$ cat config.mk
export PLATFORM = sky130hd
export DESIGN_NAME = lfsr_gen
export DESIGN_NICKNAME = d
export VERILOG_FILES = /design/src/rtl/lfsr_gen.sv
export SDC_FILE = /design/constraint.sdc
export NUM_CORES = 1
export LEC_CHECK = 0
export ABC_AREA = 1
export CORE_AREA = 2 2 39 41
export CTS_BUF_LIST = sky130_fd_sc_hd__clkbuf_16
export CTS_CLUSTER_SIZE = 16
export DETAILED_ROUTE_END_ITERATION = 10
export DIE_AREA = 0 0 41 43
export GPL_TIMING_DRIVEN = 1
export MAX_ROUTING_LAYER = met4
export PLACE_DENSITY = 0.62
export SETUP_SLACK_MARGIN = 0.05
export SYNTH_ARGS = -nofsm -noshare
export SYNTH_HDL_FRONTEND = slang
export SYNTH_SLANG_ARGS = --single-unit
$ cat constraint.sdc
create_clock -name clk -period 1.6 [get_ports clk]
set_clock_uncertainty 0.2 [all_clocks]
set_input_delay 0.24 -clock clk [delete_from_list [all_inputs] [get_ports clk]]
set_output_delay 0.24 -clock clk [all_outputs]
set_load 0.02 [all_outputs]
$ cat src/rtl/lfsr_gen.sv
// ---------------------------------------------------------------------------
// lfsr_gen: parametrised Fibonacci LFSR (XOR or XNOR feedback) with step
// enable, runtime seed load, lock-up detection with automatic recovery and a
// one-cycle pulse when the sequence returns to its start value.
//
// Optional feature macro: LFSR_STEP_CNT_EN adds the step_cnt output, a count
// of enabled steps since the last reset/load/wrap.
//
// Ports:
//   clk      - clock, all state updates on the rising edge
//   rst      - synchronous reset, active-high (out <= SEED)
//   en       - advance one step per cycle while high
//   load     - load seed_in this cycle (wins over en)
//   seed_in  - runtime seed value
//   out      - current LFSR state (registered)
//   lockup   - high while out equals the lock-up state (decode of out)
//   wrap     - registered pulse, out has returned to the start value
//   step_cnt - enabled step count (LFSR_STEP_CNT_EN only)
// ---------------------------------------------------------------------------
module lfsr_gen #(
  parameter int unsigned      WIDTH = 4,
  parameter logic [WIDTH-1:0] TAPS  = WIDTH'(4'hC),
  parameter bit               XNOR  = 1'b1,
  parameter logic [WIDTH-1:0] SEED  = '0,
  parameter int unsigned      CNT_W = 16
) (
  input  logic             clk,
  input  logic             rst,
  input  logic             en,
  input  logic             load,
  input  logic [WIDTH-1:0] seed_in,
  output logic [WIDTH-1:0] out,
  output logic             lockup,
  output logic             wrap
`ifdef LFSR_STEP_CNT_EN
  ,
  output logic [CNT_W-1:0] step_cnt
`endif
);

  // Reject illegal configurations at elaboration time.
  if (WIDTH < 2 || WIDTH > 32 || CNT_W < 1) begin : g_param_check
    $error("lfsr_gen: WIDTH must be 2..32 and CNT_W at least 1");
  end

  // The single state the feedback function maps onto itself.
  localparam logic [WIDTH-1:0] LOCK = XNOR ? {WIDTH{1'b1}} : {WIDTH{1'b0}};

  logic [WIDTH-1:0] out_q,   out_d;
  logic [WIDTH-1:0] start_q, start_d;
  logic             wrap_q,  wrap_d;
  logic             fb;
  logic [WIDTH-1:0] step_val;

  // Next value for an enabled step: normal shift, or bit-0 flip out of lock-up.
  always_comb begin
    fb       = (^(out_q & TAPS)) ^ XNOR;
    step_val = {out_q[WIDTH-2:0], fb};
    if (out_q == LOCK) begin
      step_val = out_q ^ WIDTH'(1);
    end
  end

  // Next state: load > en > hold (reset handled in the register).
  always_comb begin
    out_d   = out_q;
    start_d = start_q;
    wrap_d  = 1'b0;
    if (load) begin
      out_d   = seed_in;
      start_d = seed_in;
    end else if (en) begin
      out_d  = step_val;
      wrap_d = (step_val == start_q);
    end
  end

  // State registers.
  always_ff @(posedge clk) begin
    if (rst) begin
      out_q   <= SEED;
      start_q <= SEED;
      wrap_q  <= 1'b0;
    end else begin
      out_q   <= out_d;
      start_q <= start_d;
      wrap_q  <= wrap_d;
    end
  end

  assign out    = out_q;
  assign wrap   = wrap_q;
  assign lockup = (out_q == LOCK);

`ifdef LFSR_STEP_CNT_EN
  logic [CNT_W-1:0] cnt_q, cnt_d;

  // Counts enabled steps; restarts at zero on load and on the wrap step.
  always_comb begin
    cnt_d = cnt_q;
    if (load) begin
      cnt_d = '0;
    end else if (en) begin
      cnt_d = wrap_d ? '0 : cnt_q + CNT_W'(1);
    end
  end

  always_ff @(posedge clk) begin
    if (rst) begin
      cnt_q <= '0;
    end else begin
      cnt_q <= cnt_d;
    end
  end

  assign step_cnt = cnt_q;
`endif

endmodule

# After elaboration in Yosys (flattened, before gate mapping)
# Index checks and enable logic that the tools add are counted.
word_totals:
  wordCells: 14
  register_bits: 9
  input_bits: 8
classes:
  eq_ne: 2
  muxes: 3
  n_reduce_logical: 3
  bitwise: 3
ops:
  columns: ["operator", "count"]
  rows:
  - ["$mux 4", 3]
  - ["$eq 4x4->1", 1]
  - ["$eq 4x4->1 const B", 1]
  - ["$reduce_xor 4->1", 1]
  - ["$not 1->1", 3]
  - ["$reduce_or 3->1", 1]
  - ["$reduce_bool 2->1", 1]

# Depth between registers and ports, before layout
# Gate-level depths: netlist of run 1.
depth:
  ltp_word: 5
  depth_mapped: 8

# Least setup slack after synthesis of run 1
# No wires, ideal clock.
synth_timing:
  path_type: "register -> register"
  start: "reg out_q[2], in the netlist out[2]"
  end: "reg wrap_q, in the netlist wrap"
  synth_period_minus_slack_ps: 1466
  n_path_buf: 0
  slack_ps: 134
  path_stages_with_launch: 9
  arrival_ps: 1149
  cell_sequence: "dfxtp_1 -> ha_1 -> nand3_2 -> nand2_2 -> nand2_1 -> nand2_1 -> nand2_1 -> nand2_1 -> nor2_2"
synth_via:
  elab_chain_len: 4
synth_rtl:
  columns: ["item", "line_no", "rtl"]
  rows:
  - ["start, declared", "49", "logic [WIDTH-1:0] out_q, out_d;"]
  - ["start signal, assigned", "85", "out_q <= out_d;"]
  - ["$reduce_xor 4->1", "57", "fb = (^(out_q & TAPS)) ^ XNOR;"]
  - ["$not 1->1 (no source line)", null, null]
  - ["$mux 4 (*)", "59", "if (out_q == LOCK) begin"]
  - ["$eq 4x4->1 (*)", "74", "wrap_d = (step_val == start_q);"]
  - ["end signal, assigned", "87", "wrap_q <= wrap_d;"]
  - ["end, declared", "51", "logic wrap_q, wrap_d;"]
# Every way passes the cells marked *; elsewhere a longest branch is shown, timed or not.
# A chain may end at the register's enable or synchronous reset.

# Worst setup path after layout of run 1
layout_timing:
  start: "reg out_q[2], in the netlist out[2]"
  end: "out lockup"
layout_via:
  elab_chain_len: 1
layout_rtl:
  columns: ["item", "line_no", "rtl"]
  rows:
  - ["$eq 4x4->1", "93", "assign lockup = (out_q == LOCK);"]
  - ["end, declared", "33", "output logic lockup,"]
# No other way between the ends.

==> flow_summary.json, run 1 <==
{
  "status": "finished clean",
  "p_clk_share_pct": 54.8,
  "ys_warn_count": 0,
  "placedCellCount": 102,
  "synth_edf_count": 0,
  "pwr-share-comb_pct": 13.8,
  "cts_hold_repair.buffers": 0,
  "critPathCaptureType": "primary output",
  "yosysMostFrequentCell": "nand2_1",
  "cts.sinks": 9,
  "rsz0062_at_grt": "false",
  "syn_nets": 76,
  "setup_viol": 0,
  "antenna_found_initial": 0,
  "min_path_cells": 2,
  "yosys.area_share.xor_xnor_pct": 3.77,
  "finalWeightedCongestion": 0.781,
  "holdWs_ns": 0.271,
  "switching_share_pct": 21.6,
  "power_density_mw_per_mm2": 1070,
  "grt.met1_usage_pct": 17.9,
  "period_needed_ns": 1.49,
  "ys.flop_type": "dfxtp_1",
  "synthSimpleGateAreaFrac_pct": 33.7,
  "root_buffer": "clkbuf_16",
  "tightestPinTransition_ns": 0.295,
  "stdcell_count": 106,
  "reg2reg_to": "wrap",
  "synth-compound-area-share_pct": 11.6,
  "grt_usage_pct": 16.3,
  "detail_route.vias_per_cell": 4.78,
  "min_path_type": "reg -> reg",
  "slew_headroom_pct": 80.3,
  "cts_tree": "yes",
  "seq_area_um2": 180,
  "synthesis.area_um2": 464,
  "hold_path_end": "start_q[1]",
  "max-cap-violations": 0,
  "crit_path_start_kind": "flip-flop",
  "wl_per_cell_um": 11.0,
  "synthMuxAreaShare_pct": 0,
  "synth_top_family_by_area": "simple AND/OR/NAND/NOR gates",
  "synth.distinct_cells": 17,
  "synth_top_area_share_pct": 38.8,
  "yosys-top-cells-count": "nand2_1, dfxtp_1, inv_1",
  "cp.arrival_ns": 1.05,
  "vdd_drop_max_uv": 703,
  "post_cts_buffers": 0,
  "drc": 0,
  "rr_startpoint": "out[2]",
  "required_ns": 1.16,
  "nFillCells": 140,
  "first_iter_violations": 18,
  "min_period_over_period_pct": 92.9,
  "drt-total-wl_um": 1160,
  "multiInputGateArea_um2": 243,
  "worst-r2r-setup-slack_ns": 0.19,
  "clk_pin_slew_ns": 0.04,
  "postSynthCellCount": 67,
  "dieWidth_um": 41,
  "crit_type": "reg -> out",
  "htreeDepth": 1,
  "dr.pass1.iters": 4,
  "clk_latency_ns": 0.23,
  "io_pins": 14,
  "grt-ovfl-total": 0,
  "seq_area_frac_synth_pct": 38.8,
  "ff2ff_path_depth": 9,
  "diodes": 0,
  "finalHoldViolations": 0,
  "cts_buffers": 3,
  "clock.fmax_mhz": 673,
  "maxSlewViolCount": 0,
  "yosys.area_share.adder_pct": 2.70,
  "initial_utilization_pct": 33.5,
  "leakage_uw": 0.000351,
  "syn_avg_cell_area_um2": 6.93,
  "die_h_um": 43,
  "grt_max_degree": 9,
  "port_buffers": 13,
  "met2_usage_pct": 26.6,
  "yosysTopAreaCell": "dfxtp_1",
  "synthTopCellsByArea": "dfxtp_1, nand2_1, inv_1",
  "top_usage_layer": "met2",
  "placementRows": 14,
  "dieArea_mm2": 0.00176,
  "design.core.area_mm2": 0.00138,
  "vias": 507,
  "min_from": "start_q[1]",
  "p_sw_uw": 170,
  "layout.nets": 100,
  "ant_nets": 0,
  "drive_gt1_share_pct": 18.9,
  "p_int_uw": 618,
  "clockBufferDepth": 2,
  "final.setup.worst_slack_ns": 0.114,
  "grt_pass1_wl_um": 1860,
  "hpwl_um": 886,
  "crit_fanout": 2,
  "syn_to_final_growth_pct": 58.2,
  "gr-usage-met3_pct": 3.14,
  "async_reset_ff_share_pct": 0,
  "grt_pass1_vias": 458,
  "power_frac_seq_pct": 31.3,
  "ys_seq_elements": 9,
  "dp_slack_ns": -0.0913
}
==> worst max-delay path by stage <==
stage                 from      to  slack (ns)  cells after the start
floorplan           out[2]    wrap        0.13                      8
global placement    out[2]  lockup       -0.04                      4
detailed placement  out[3]  lockup       -0.09                      4
CTS                 out[3]  lockup         0.1                      4
global route          load  out[0]        0.07                      4
finish              out[2]  lockup        0.11                      4
==> worst max-delay path, cell delays in order (launching register included) <==
cell and delay, ns:
dfxtp_1 0.34, ha_2 0.20, nand3_2 0.08, inv_1 0.05
buf_2 0.15
==> cell usage in the layout, fill, tap and decap left out, drive strengths merged, types with 2 or more instances in the layout <==
cell            n
inv            10
nand3           7
clkbuf          3
buf             9
a21oi           5
dlygate4sd2     5
dfxtp           9
xnor2           2
clkdlybuf4s50   7
a31oi           2
nor2            4
nand2          22
==> final cells by class <==
type	count	share of cell area [%]
flip-flops and latches	9	24.5
clock buffers	3	10.2
repair buffers	21	24.4
inverters	9	4.60
multi-input cells	47	33.0
clock inverters	1	0.511
well taps	16	2.73
==> logic make-up (layout without fill, tap and decap cells) <==
logic type	after synthesis	count (layout)
and+or+nand+nor	35	35
buffers and inverters	11	34
AOI/OAI and AO/OA	9	9
DFF	9	9
xor gates and xnor gates	2	2
adders and majority gates	1	1
==> what timing repair did <==
action | in CTS | in global routing
endpoints found under the hold margin | 0 | 0
endpoints found under the setup margin | 6 | 0
gates resized for setup | 10 | 0
==> layer usage <==
metal / vias up / wire (µm)
li1: 261 / -
met1: 230 / 500
met2: 14 / 603
met3: 2 / 47
met4: 0 / 12
met5: - / 0
==> sequential cells by signal, indices dropped and copies added (netlist names) <==
| signal | flops |
|---|---|
| out | 4 |
| start_q | 4 |
| wrap | 1 |
==> per-stage QoR <==
stage	area, µm²	power [µW]	utilization (%)	setup TNS [ns]
global route	734	819	53.1	0
detailed placement	664	363	48.0	-0.168
floorplan	464	309	-	0
CTS	734	790	53.1	0
global placement	664	362	48.0	-0.0737
finish	734	788	53.1	0
==> power groups by stage <==
stage / Combinational, µW / Clock, µW / Sequential [µW]
6_report: 109 / 432 / 247
5_1_grt: 120 / 451 / 249
3_5_place_dp: 112 / 0 / 251
2_1_floorplan: 48.4 / 0 / 261
3_3_place_gp: 112 / 0 / 250
4_1_cts: 110 / 433 / 248
Note: power is estimated with default switching activity, not from simulation.
==> run 2, diff against run 1 <==
Settings changed: CTS_CLUSTER_SIZE 16 to not set, HOLD_SLACK_MARGIN set to 0.05, SKIP_LAST_GASP set to 1.
==> run 2 against run 1 <==
  * Die area unchanged
  * Global-route usage up 0.41 points
  * Via count down 0.39%
  * Non-clock buffer count unchanged
  * Setup slack worse by 0.0091 ns
  * Design area unchanged
  * Maximum frequency down 0.61%
  * Hold slack unchanged
  * Clock power about the same
  * Largest cell class unchanged
==> flow_summary.json, run 2 (synthesized netlist as in run 1, its figures left out) <==
{
  "status": "finished clean",
  "rsz0062_at_grt": "false",
  "first_iter_violations": 18,
  "drive_gt1_share_pct": 18.9,
  "min_path_type": "reg -> reg",
  "final.setup.worst_slack_ns": 0.105,
  "grt_max_degree": 9,
  "dieWidth_um": 41,
  "layout_commonest_cell": "nand2_1",
  "initial_utilization_pct": 33.5,
  "drt-total-wl_um": 1160,
  "slew_headroom_pct": 80.3,
  "vias": 505,
  "design.core.area_mm2": 0.00138,
  "cts_buffers": 3,
  "vdd_drop_max_uv": 703,
  "cp-startpoint": "out[2]",
  "hold_path_end": "start_q[1]",
  "setup_viol": 0,
  "detail_route.vias_per_cell": 4.76,
  "period_needed_ns": 1.50,
  "placedCellCount": 102,
  "htreeDepth": 1,
  "clock.fmax_mhz": 669,
  "io_pins": 14,
  "diodes": 0,
  "cts_tree": "yes",
  "rr_startpoint": "out[2]",
  "placementRows": 14,
  "drc": 0,
  "fin_util_pct": 53.1,
  "clk_pin_slew_ns": 0.04,
  "dr.pass1.iters": 4,
  "clk_latency_ns": 0.23,
  "dieArea_mm2": 0.00176,
  "die_h_um": 43,
  "layout.nets": 100,
  "antenna_found_initial": 0,
  "crit_path_start_kind": "flip-flop",
  "grt-ovfl-total": 0,
  "cts_hold_repair.buffers": 0,
  "cp.arrival_ns": 1.06,
  "power_density_mw_per_mm2": 1070,
  "required_ns": 1.16,
  "tightestPinTransition_ns": 0.295,
  "hpwl_um": 886,
  "crit_type": "reg -> out",
  "worst-r2r-setup-slack_ns": 0.19,
  "ant_nets": 0,
  "cts.sinks": 9,
  "root_buffer": "clkbuf_16",
  "syn_to_final_growth_pct": 58.2,
  "min_path_cells": 2,
  "finalHoldViolations": 0,
  "ff2ff_path_depth": 9,
  "clockBufferDepth": 2,
  "grt_pass1_wl_um": 1910,
  "max-cap-violations": 0,
  "grt_usage_pct": 16.7,
  "finalWeightedCongestion": 0.781,
  "grt_pass1_vias": 466,
  "final_cell_mix": "nand2_1, inv_1, dfxtp_1",
  "port_buffers": 13,
  "maxSlewViolCount": 0,
  "min_period_over_period_pct": 93.5,
  "dp_slack_ns": -0.0913,
  "crit_fanout": 2,
  "leakage_uw": 0.000350,
  "critPathCaptureType": "primary output",
  "reg2reg_to": "wrap",
  "stdcell_count": 106,
  "min_from": "start_q[1]",
  "wl_per_cell_um": 11.0
}
[run 2: worst max path at each step]
stage / end / slack (ns) / cells after the start
floorplan: wrap / 0.13 / 8
global placement: lockup / -0.04 / 4
detailed placement: lockup / -0.09 / 4
CTS: lockup / -0.07 / 4
global route: lockup / 0.06 / 4
finish: lockup / 0.10 / 4
[run 2: cell type report]
type                       count  area, µm²
inverter                       9       33.8
sequential                     9        180
clock buffer                   3       75.1
fill                         140        649
multi-input combinational     47        243
tap                           16       20.0
timing repair buffer          21        179
clock inverter                 1       3.75
[run 2: worst max-delay path, stage by stage, from the launching register on]
cell and delay (ns):
dfxtp_1 0.34, ha_2 0.20, nand3_2 0.08, inv_1 0.06, clkbuf_2 0.15
[run 2: metrics by stage]
| stage | hold slack (ns) | area, µm² | TNS [ns] | total power [µW] |
|---|---|---|---|---|
| finish | 0.271 | 734 | 0 | 789 |
| CTS | 0.278 | 736 | -0.0742 | 790 |
| global placement | 0.267 | 664 | -0.0737 | 362 |
| global route | 0.299 | 734 | 0 | 819 |
| detailed placement | 0.272 | 664 | -0.168 | 363 |
| floorplan | 0.196 | 464 | 0 | 309 |
[run 2: timing repair]
item | CTS | global route
buffers inserted | 0 | 0
resized for setup | 6 | 3
setup endpoints to repair | 6 | 1
[run 2: where the power goes]
part,switching [µW],internal [µW]
combinational,55.4,53.8
clock,106,326
sequential,9.22,238
total,171,618
[run 2: per-layer routing]
metal / up-vias / track usage [%] / part of all wire [%]
met3: 2 / 3.14 / 4.0
met2: 14 / 27.5 / 52
met5: - / - / 0
li1: 261 / - / -
met4: 0 / 8.00 / 1.0
met1: 228 / 18.2 / 43
==> RTL change 1, RTL diff (settings of run 2) <==
The parameter `WIDTH` goes from 4 to 3.
--- a/src/rtl/lfsr_gen.sv
+++ b/src/rtl/lfsr_gen.sv
@@ -18,7 +18,7 @@
 //   step_cnt - enabled step count (LFSR_STEP_CNT_EN only)
 // ---------------------------------------------------------------------------
 module lfsr_gen #(
-  parameter int unsigned      WIDTH = 4,
+  parameter int unsigned      WIDTH = 3,
   parameter logic [WIDTH-1:0] TAPS  = WIDTH'(4'hC),
   parameter bit               XNOR  = 1'b1,
   parameter logic [WIDTH-1:0] SEED  = '0,
Interface: changed (resized out and seed_in); port bits go from 14 to 12. No check against the original RTL was run, so the function may have changed too.
==> RTL change 1 against run 2 <==
- core utilization decreased by 14 points
- sequential cell count decreased by 2
- clock power decreased by 3%
- first-iteration DRC count decreased by 56%
- setup slack improved by 0.030 ns
- critical path depth decreased by 1
- design area decreased by 27%
- area after synthesis decreased by 33%
- count of clock-buffer cells in the layout unchanged
- wire length decreased by 33%
- power decreased by 13%
==> RTL change 1: results (changes against run 2) <==
Run status
  – Outcome: completed

Detailed routing
  – Top Layer Used: met4
  – Wire length per cell: 9.91 µm (-9.7%)
  – First-pass detailed-route iteration total: 4 (unchanged)
  – Met2 wire len: 374 µm (-38%)
  – Met3 routed WL: 59 µm (+26%)
  – Starting DRC count in detailed routing: 8 (-10)
  – Via count: 336 (-33%)
  – Metal-1 WL: 334 µm (-33%)

Synthesis
  – Synth Area in XOR/XNOR: 0.0850 (+0.0473)
  – Distinct cells, synth: 9 (-8)
  – Synth Area in Compound Gates: 0.0486 (-0.0673)
  – Top cells by area, synth: dfxtp_1 45%, nand2_1 19%, nand3_1 9.7%, inv_1 6.1%, xnor2_1 5.7%
  – Ys Warns: 0 (unchanged)
  – Post-synthesis mux area share: 0 (unchanged)
  – Syn nets: 52 (-32%)
  – Synth async-reset ratio: 0 (unchanged)
  – Post-Synth Adder-Cell Area: 0 (-0.0270)
  – Synth cell count leaders: 16 x nand2_1, 7 x dfxtp_1, 6 x nand3_1, 5 x inv_1, 4 x nor2_1
  – Post-Synthesis Cells: 45 (-33%)
  – Sequential fraction of the synthesis area: 0.453 (+0.0653)

Placement
  – Post-Place Setup Slack: 0.0716 ns (+0.163 ns)
  – Post-DP Area: 462 µm² (-31%)
  – Port-buffer cells: 11 (-2)
  – Placed insts: 75 (-26%)
  – RePlAce Congestion: 0.867 (+11%)
  – DP HPWL: 565 µm (-36%)

Pwr
  – Lkg Pwr: 0.270 nW (-23%)
  – Peak supply drop: 0.000754 V (+7.1%)

CTS
  – Post-CTS sizing: 5 (-1)
  – Clk pin slew, worst setup/hold paths: 0.04 ns (about the same)
  – Num CTS Buffers: 3 (unchanged)

Hold path
  – Hold endpoint: start_q[0]$_SDFFE_PP0P_
  – Hold Path Origin: start_q[0]$_SDFFE_PP0P_
  – HP Class: flop to flop

Die
  – # rows: 14 (unchanged)

Critical path
  – R2r setup slk: 0.59 ns (+0.40 ns)
  – RR Endpoint: out[2]$_SDFFE_PP0P_
  – Start of the worst register-to-register path: out[1]$_SDFFE_PP0P_
  – Worst-case reg-to-reg path depth: 5 (-4)
  – Arrival time worst endpoint: 1.03 ns (-0.03 ns)
  – Worst-path maximum fanout: 3 (+1)

Final layout
  – Fraction of layout cells with a size suffix above 1: 0.111 (-0.0778)
  – Finished Layout Cells: 79 (-25%)
  – NumNets Final: 71 (-29%)
  – FILL cells: 160 (+14%)

Global routing
  – Initial antenna violation count: 0 (unchanged)
  – All-Layer GR Usage: 0.108 (-0.0590)
  – Vias in the first global route: 281 (-40%)
  – First-pass GRT wire length: 1170 µm (-39%)
  – Largest net degree at the start of global routing: 8 (-1)

Timing
  – Worst-margin pin slew: 0.239 ns (-0.0552 ns)
  – Fin Hold WS: 0.273 ns (+0.00159 ns)
-- RTL change 1: cell count changes after synthesis, sizes merged, moves of 2 or more --
| cell | run 2 | this run |
|---|---|---|
| buf | 2 | 0 |
| a31oi | 2 | 0 |
| dfxtp | 9 | 7 |
| a21oi | 5 | 3 |
| nand2 | 22 | 16 |
| inv | 9 | 6 |
-- RTL change 1: routing by layer --
| metal | vias to the layer above | GRT usage |
|---|---|---|
| li1 | 174 | - |
| met1 | 145 | 0.127 |
| met2 | 13 | 0.141 |
| met3 | 4 | 0.0628 |
| met4 | 0 | 0.0600 |
| met5 | - | - |
-- RTL change 1: logic make-up (layout without fill, tap and decap cells) --
kind of cell    count (synthesis)  in the layout
xor+xnor                        3              3
buf+inv                         6             24
flops                           7              7
compound gates                  3              3
simple gates                   26             26
-- RTL change 1: cell type report --
type	instances	area (µm²)	share of cell area
timing repair buffer	14	128	0.238
clock inverter	1	3.75	0.00701
inverter	6	22.5	0.0421
multi-input combinational	32	146	0.273
tap	16	20.0	0.0374
sequential	7	140	0.262
clock buffer	3	75.1	0.140
-- RTL change 1: worst reg2reg max path, stage by stage (launching register included) --
cell	delay [ns]
dfxtp_1	0.31
buf_4	0.14
nand3_1	0.07
nand3_1	0.09
nand2_1	0.06
inv_1	0.03
-- RTL change 1: worst max-delay path by stage --
stage / startpoint / to / slack (ns)
floorplan: out[2]$_SDFFE_PP0P_ / lockup / 0.30
global placement: out[1]$_SDFFE_PP0P_ / lockup / 0.11
detailed placement: out[0]$_SDFFE_PP0P_ / lockup / 0.07
CTS: out[0]$_SDFFE_PP0P_ / lockup / 0.11
global route: out[0]$_SDFFE_PP0P_ / lockup / 0.06
finish: out[0]$_SDFFE_PP0P_ / lockup / 0.13
-- RTL change 1: power breakdown --
part,internal [mW],leakage [nW],switching [mW]
sequential,0.185,0.0576,0.00583
combinational,0.0379,0.170,0.0382
clock,0.325,0.0423,0.0943
total,0.548,0.270,0.138
==> RTL change 2, RTL diff (settings of run 2) <==
Without the edit above. Remove the register `wrap_q`: a continuous assignment takes its place, so the output `wrap` follows one clock earlier.
--- a/src/rtl/lfsr_gen.sv
+++ b/src/rtl/lfsr_gen.sv
@@ -80,13 +80,13 @@
     if (rst) begin
       out_q   <= SEED;
       start_q <= SEED;
-      wrap_q  <= 1'b0;
     end else begin
       out_q   <= out_d;
       start_q <= start_d;
-      wrap_q  <= wrap_d;
     end
   end
+
+  assign wrap_q = wrap_d;
 
   assign out    = out_q;
   assign wrap   = wrap_q;
Check against the original RTL: no difference found for any inputs over 10 cycles, from zero or initial values and one cycle with rst high; that may be too few to reach the edited logic, so the function may still have changed.
==> RTL change 2 against run 2 <==
- the run now ends with setup timing left
- power fell by 0.97%
- final cell count rose by 7.5%
- combinational power rose by 17%
- setup slack got worse by 0.33 ns
- sequential share of layout area fell by 3.9 points
- area after synthesis fell by 3.5%
- wire length rose by 6.5%
- non-clock buffer count rose by 6
- count of clock-buffer cells in the layout did not move
- synthesized cell count rose by 1.5%
- sequential cell count fell by 1
- design area rose by 12%
==> RTL change 2: results (changes against run 2) <==
Run status
  – Outcome: finished with violations
  – Violated checks: setup timing

Detailed routing
  – Post-Route WL: 1240 µm (+6.5%)
  – Wire length per cell: 10.9 µm (-0.95%)
  – Starting DRC count in detailed routing: 15 (-3)
  – Metal-1 WL: 557 µm (+11%)
  – Met3 routed WL: 54 µm (+15%)

Global routing
  – Met3 Track Usage GR: 0.0628 (+0.0314)
  – GRT met1 Usage: 0.239 (+0.0562)
  – All-Layer GR Usage: 0.184 (+0.0167)
  – Vias in the first global route: 450 (-3.4%)
  – First-pass GRT wire length: 1990 µm (+4.3%)
  – Largest net degree at the start of global routing: 8 (-1)
  – Met2 Usage GRT: 0.234 (-0.0406)

Synthesis
  – Synth cell count leaders: 22 x nand2_1, 11 x inv_1, 8 x dfxtp_1, 6 x a21oi_1, 6 x nand3_1
  – Distinct cells, synth: 15 (-2)
  – Top cells by area, synth: dfxtp_1 36%, nand2_1 18%, inv_1 9.2%, a21oi_1 6.7%, nand3_1 6.7%
  – Syn nets: 77 (+1.3%)
  – Avg Inst Size Synth: 6.59 µm² (-4.9%)
  – Syn Std Cell Area: 448 µm² (-3.5%)

Final layout
  – Signal inverters: 11 (+2)
  – Final non-clock buffer share: 0.292 (+0.0482)
  – Sequential share of cell area: 0.207 (-0.0386)
  – Seq_cells: 8 (-1)
  – Fraction of layout cells with a size suffix above 1: 0.327 (+0.138)
  – FILL cells: 131 (-6.4%)
  – Clock buf/inv share: 0.0957 (-0.0116)
  – Non-clock buffer count: 27 (+29%)
  – Comb_multi_in: 48 (+2.1%)
  – Multi-input combinational cell area: 273 µm² (+12%)

Pwr
  – Logic pwr share: 0.162 (+0.024)
  – Overall Power: 0.781 mW (-0.97%)
  – Pint: 0.604 mW (-2.3%)
  – Sequential group share of total power: 0.288 (-0.025)
  – Power Density: 949 nW/µm² (-12%)
  – Peak supply drop: 0.000736 V (+4.6%)
  – Lkg Pwr: 0.385 nW (+10%)

Critical path
  – RR Endpoint: out[3]$_SDFFE_PP0P_
  – Worst-path maximum fanout: 7 (+5)
  – Critical path endpoint: wrap
  – R2r setup slk: 0.28 ns (+0.09 ns)
  – Arrival time worst endpoint: 1.39 ns (+0.33 ns)

Placement
  – Post-DP Area: 722 µm² (+8.7%)
  – RePlAce Congestion: 0.799 (+2.3%)
  – DP HPWL: 900 µm (+1.6%)
  – Post-Place Setup Slack: -0.686 ns (-0.594 ns)

Timing
  – Fin Hold WS: 0.277 ns (+0.00595 ns)
  – Final setup margin: -0.228 ns (-0.332 ns)
  – Final setup TNS: -0.320 ns (-0.320 ns)
  – Final setup vio count: 2 (+2)
  – Minimum clock period after layout: 1.83 ns (+0.332 ns)

Hold path
  – Hold Path Origin: start_q[0]$_SDFFE_PP0P_
  – Hold endpoint: start_q[0]$_SDFFE_PP0P_
-- RTL change 2: cell count changes in the layout (fill, tap and decap cells not counted), sizes merged, moves of 2 or more --
cell    delta
buf        +8
inv        +2
o211ai     +2
xnor2      -2
-- RTL change 2: logic make-up (layout without fill, tap and decap cells) --
family                   after synthesis  count (layout)  synth area share
AO/OA/AOI/OAI                         13              13             0.176
adder cells (fa/ha/maj)                1               1            0.0279
buffers and inverters                 12              42             0.101
flip-flops                             8               8             0.358
AND/OR/NAND/NOR                       34              34             0.338
-- RTL change 2: repair_timing --
item / in CTS / in global routing
gates resized for setup: 21 / 0
setup buffers: 1 / 0
pin swaps: 6 / 3
setup endpoints to repair: 6 / 2
-- RTL change 2: critical path: stages (launching register included) --
cell and delay [ns]:
dfxtp_4 0.35, ha_4 0.15, nand3_4 0.10, buf_6 0.14, o21ai_2 0.09, nand2_1 0.07, nand2_2 0.09, nor2_4 0.04
buf_6 0.12
